[config.mk]
export PLATFORM = sky130hd
export DESIGN_NAME = counter_ctrl
export DESIGN_NICKNAME = d
export VERILOG_FILES = /design/src/rtl/counter_ctrl.sv
export SDC_FILE = /design/constraint.sdc
export NUM_CORES = 1
export LEC_CHECK = 0
export CAP_MARGIN = 10
export CORE_UTILIZATION = 35
export CTS_CLUSTER_DIAMETER = 60
export DETAILED_ROUTE_END_ITERATION = 10
export SETUP_SLACK_MARGIN = 0.05
export SLEW_MARGIN = 10
export SYNTH_ARGS = -nofsm -noshare
export SYNTH_HDL_FRONTEND = slang
export SYNTH_SLANG_ARGS = --single-unit
[constraint.sdc]
create_clock -name clk -period 1.64 [get_ports clk]
set_clock_uncertainty 0.1 [all_clocks]
set_input_delay 0.246 -clock clk [delete_from_list [all_inputs] [get_ports clk]]
set_output_delay 0.246 -clock clk [all_outputs]
set_load 0.005 [all_outputs]
[src/rtl/counter_ctrl.sv]
// Two-requester run controller sharing one up-counter: grant, count 0..len, pulse done, release.
// Define COUNTER_CTRL_PRIO_EN for fixed priority (requester 0 wins); default build is round-robin.
module counter_ctrl #(
   parameter int WIDTH = 8
) (
   input  logic             clk,
   input  logic             reset_n,
   input  logic [1:0]       req,
   input  logic [WIDTH-1:0] len0,
   input  logic [WIDTH-1:0] len1,
   input  logic             abort,
   output logic [1:0]       gnt,
   output logic [WIDTH-1:0] value,
   output logic             busy,
   output logic [1:0]       done
);

   typedef enum logic [1:0] {
      IDLE = 2'd0,
      RUN  = 2'd1,
      DONE = 2'd2
   } state_t;

   localparam logic [WIDTH-1:0] ONE = {{(WIDTH-1){1'b0}}, 1'b1};

   state_t           state_q, state_d;
   logic [1:0]       gnt_q, gnt_d;
   logic [1:0]       done_q, done_d;
   logic [WIDTH-1:0] value_q, value_d;
   logic [WIDTH-1:0] len_q, len_d;
   logic             win;

`ifdef COUNTER_CTRL_PRIO_EN
   always_comb begin
      win = ~req[0];
   end
`else
   // last_q holds the index of the requester that owned the previous run
   logic last_q, last_d;

   always_comb begin
      if (req == 2'b11) begin
         win = ~last_q;
      end else begin
         win = ~req[0];
      end
   end
`endif

   always_comb begin
      state_d = state_q;
      gnt_d   = gnt_q;
      done_d  = 2'b00;
      value_d = value_q;
      len_d   = len_q;
`ifndef COUNTER_CTRL_PRIO_EN
      last_d  = last_q;
`endif
      case (state_q)
         IDLE: begin
            if (req != 2'b00) begin
               state_d = RUN;
               gnt_d   = win ? 2'b10 : 2'b01;
               len_d   = win ? len1 : len0;
               value_d = '0;
            end
         end
         RUN: begin
            // abort outranks terminal detection on the same edge
            if (abort) begin
               state_d = IDLE;
               gnt_d   = 2'b00;
`ifndef COUNTER_CTRL_PRIO_EN
               last_d  = gnt_q[1];
`endif
            end else if (value_q == len_q) begin
               state_d = DONE;
               done_d  = gnt_q;
            end else begin
               value_d = value_q + ONE;
            end
         end
         DONE: begin
            state_d = IDLE;
            gnt_d   = 2'b00;
`ifndef COUNTER_CTRL_PRIO_EN
            last_d  = gnt_q[1];
`endif
         end
         default: begin
            state_d = IDLE;
            gnt_d   = 2'b00;
         end
      endcase
   end

   always_ff @(posedge clk or negedge reset_n) begin
      if (!reset_n) begin
         state_q <= IDLE;
         gnt_q   <= 2'b00;
         done_q  <= 2'b00;
         value_q <= '0;
         len_q   <= '0;
      end else begin
         state_q <= state_d;
         gnt_q   <= gnt_d;
         done_q  <= done_d;
         value_q <= value_d;
         len_q   <= len_d;
      end
   end

`ifndef COUNTER_CTRL_PRIO_EN
   // Reset to requester 1 so requester 0 wins the first contention
   always_ff @(posedge clk or negedge reset_n) begin
      if (!reset_n) begin
         last_q <= 1'b1;
      end else begin
         last_q <= last_d;
      end
   end
`endif

   assign gnt   = gnt_q;
   assign done  = done_q;
   assign value = value_q;
   assign busy  = (state_q != IDLE);

endmodule

==> out/metrics.sh <==
SYNTHESIS.AREA_PER_INSTANCE_UM2=10.2
WORST_SLEW_MARGIN_REL=0.773
DP_HPWL_MM=2.34
POST_LAYOUT_NONFILLER_INSTANCES=236
CORE_AREA_UM2=3470
SYNTH_LARGEST_TYPE_AREA_FRACTION=0.420
STATUS='completed'
DIE_H_UM=63.2
WORST_SKEW_PAIR.LATE_LATENCY_NS=0.26
YS.WARNINGS.COUNT=0
CRITICAL-PATH-TOP-DELAY-FAMILY='flip-flops'
DRT.ANTENNA.VIOLATING_NETS=0
FINALCRITICALPERIOD_NS=1.60
CTS-ROOT-BUF='sky130_fd_sc_hd__clkbuf_8'
INITIAL_ANTENNA_VIOLATION_COUNT=0
SYNTH_FF_TYPE='sky130_fd_sc_hd__dfrtp_1'
DETAIL_ROUTE.DRC_VIOLATIONS=0
DESIGN.FINAL.NETS=213
LAYOUT-DRIVE-GT1-SHARE=0.332
POWER_DENSITY_nW_PER_UM2=944
INITIAL_CORE_UTIL=0.378
GRT_FIRST_PASS_WIRELENGTH_MM=5.38
ANTENNA_CELLS_INSERTED=0
GRT_SETUP_UNREPAIRED='yes'
START_KIND='register'
DETAILEDROUTE.FIRSTITERATIONVIOLATIONS=41
WORST_HOLD_PATH_TYPE='in -> async'
SYNTH_SEQ_CELLS=23
TRITONCTS='built'
VIAS_IN_THE_FIRST_GLOBAL_ROUTE=1210
PORT_BUF_INSERTS=33
CLOCK_TREE.BUFFER_DEPTH=2
SYN-NUM-NETS=151
LEAKAGE_COMPONENT_OF_THE_POWER_nW=0.919
FINAL_MIN_PERIOD_OVER_CLOCK_PERIOD=0.974
CLOCK_INPUT_TRANSITION_AT_THE_SEQUENTIAL_CELLS_OF_THE_WORST_SETUP_AND_HOLD_PATHS_NS=0.08
GRT_MAX_DEGREE=24
SYNTH-EDFF-COUNT=0
FP.DIEW_UM=63.2
R2R-END='state_q[0]'
SYN-INSTANCE-COUNT=129
IRDROPWORSTVDD_V=0.000354
FINALHOLDVIOLCOUNT=0
FINALWIRELENGTH_MM=3.20
WORST-R2R-SETUP-SLACK_NS=0.04
GRTUSAGETOTAL=0.172
DRV_SLEW=0
DRT_PRE_ANTENNA_ITERS=4
POSTPLACECELLAREA_UM2=1760
NUMCLOCKSINKS=23
ROUTEDWLPERCELL_UM=13.6
CRITICAL_PATH.REG2REG.STARTPOINT='value[7]'
TIMING.FINAL.SETUP_VIOLATIONS=0
CTS_BUFFERS=3
SYNTH_TOP_AREA_CELL='sky130_fd_sc_hd__dfrtp_1'
AREAGROWTHSYNTHTOFINISH_PCT=55.2
MAX-CAP-VIOLATIONS=0
OVERFLOW=0
WORST-PATH-STAGES=5
YS_SEQ_AREA_FRAC=0.440
CP_DATA_REQUIRED_TIME_NS=1.71
SYNTH_MOST_COMMON_CELL='sky130_fd_sc_hd__dfrtp_1'
TIGHTESTPINTRANSITION_NS=0.340
GP_CONGESTION=0.795
DPL.CELL_COUNT=216
DESIGN.PORTCOUNT=34
POSTLAYOUTCELLAREA_UM2=2030
NUM_VIAS=1156
DETAILED_ROUTE_VIAS_PER_INSTANCE=4.90
ACHIEVABLE-FREQUENCY_MHz=626
SYNTH_CELL_TYPE_COUNT=41
CRITICALPATHCATEGORY='reg -> reg'
WORSTSETUPENDPOINTTYPE='register'
WORSTPATHMAXFANOUT=7
SYN-CELL-AREA_UM2=1310
TIMING.CRITICAL_PATH.SLOWEST_STAGE_CELL='sky130_fd_sc_hd__dfrtp_2'
DESIGN.DIE.AREA_UM2=3990
CLOCK_TREE.HTREE_LEVEL_COUNT=1
SYNTH.CELLS.MOST_FREQUENT='sky130_fd_sc_hd__dfrtp_1, sky130_fd_sc_hd__nor2_1, sky130_fd_sc_hd__a21oi_1'
CP_SLOWEST_STAGE_DELAY_NS=0.45
WORST_REG_TO_REG_PATH_CELL_COUNT=5
YS_TOP_CELLS_BY_AREA='sky130_fd_sc_hd__dfrtp_1, sky130_fd_sc_hd__mux2i_1, sky130_fd_sc_hd__xnor2_1'
CP.BUFFERS_INVERTERS=2
FIN_SETUP_TNS_NS=0
STD_CELL_ROWS=21
WORST_EP_ARRIVAL_TIME_NS=1.67
CRIT_PATH_CELL_TRACE='xnor2_2, nand4_4, o31ai_4, buf_4, inv_2'
ASYNC_RESET_FF_FRAC=1.00
-- report_power, final --
part           leakage, nW  internal (mW)  switching [mW]
clock               0.0228          0.173           0.178
sequential           0.278          0.677           0.125
combinational        0.618          0.447           0.319
-- registers in the layout, summed over array words and instances (netlist names) --
register	flops
done	2
gnt	2
last_q	1
len_q	8
state_q	2
value	8
-- how the worst max path moves through the flow --
stage / from / endpoint / slack [ns]
after floorplan: value[4] / value[3] / 0.08
after global placement: req[1] / len_q[3] / -0.19
after detailed placement: req[1] / value[5] / -0.22
after CTS: state_q[1] / busy / 0.009
after global routing: value[7] / done[0] / -0.06
final: value[7] / state_q[0] / 0.04
-- stage by stage --
stage               hold WS [ns]  setup WS, ns   util  power (mW)
detailed placement         0.442        -0.216  0.507        1.39
global route               0.274       -0.0620  0.586        2.04
CTS                        0.246       0.00863  0.555        1.87
finish                     0.234        0.0420  0.586        1.92
global placement           0.431        -0.191  0.507        1.37
floorplan                 -0.150        0.0818      -        1.13
-- cell usage in the layout (no fill, tap or decap), types with 2 or more instances in the layout --
master and n:
sky130_fd_sc_hd__o31ai_1 3, sky130_fd_sc_hd__dlygate4sd2_1 5, sky130_fd_sc_hd__a21oi_1 12, sky130_fd_sc_hd__a31oi_1 2
sky130_fd_sc_hd__buf_6 6, sky130_fd_sc_hd__o21ai_0 2, sky130_fd_sc_hd__buf_4 24, sky130_fd_sc_hd__and2_1 2
sky130_fd_sc_hd__nand2_1 5, sky130_fd_sc_hd__dfrtp_1 17, sky130_fd_sc_hd__nor2_1 15, sky130_fd_sc_hd__mux2i_1 8
sky130_fd_sc_hd__clkbuf_8 3, sky130_fd_sc_hd__o21ai_1 6, sky130_fd_sc_hd__dfrtp_2 5, sky130_fd_sc_hd__nand4_4 2
sky130_fd_sc_hd__xnor2_2 8, sky130_fd_sc_hd__nand3_1 8, sky130_fd_sc_hd__clkdlybuf4s50_1 26, sky130_fd_sc_hd__inv_1 3
-- area by class of cell --
cell class	count	area, um2
Fill cell	328	1440
Clock buffer	4	45.0
Timing Repair Buffer	63	574
Multi-Input combinational cell	96	758
Inverter	4	15.0
Sequential cell	23	583
Tap cell	46	57.6
-- kinds of logic (layout without fill, tap and decap cells) --
| kind of cell | Yosys count | count (layout) | share of synthesized area |
|---|---|---|---|
| buf+inv | 10 | 71 | 0.0449 |
| flops | 23 | 23 | 0.440 |
| simple gates | 44 | 44 | 0.200 |
| mux | 9 | 9 | 0.0697 |
| fa+ha+maj | 1 | 1 | 0.00955 |
| xor+xnor | 8 | 8 | 0.0592 |
| compound gates | 34 | 34 | 0.177 |
-- per-layer routing --
| layer | vias to the layer above | share of wire | track usage | wire (um) |
|---|---|---|---|---|
| li1 | 585 | - | - | - |
| met2 | 26 | 0.49 | 0.296 | 1570 |
| met4 | 0 | 0.017 | 0.0653 | 53 |
| met5 | - | 0 | 0 | 0 |
| met3 | 6 | 0.038 | 0.0254 | 120 |
| met1 | 539 | 0.46 | 0.218 | 1460 |
-- what timing repair did --
| action | in CTS | in global routing |
|---|---|---|
| endpoints found under the setup margin | 19 | 21 |
| resized for setup | 21 | 14 |
| hold buffers | 0 | 0 |
| setup buffers | 7 | 9 |
| pin swaps | 7 | 12 |
(Power assumes the default switching activity.)
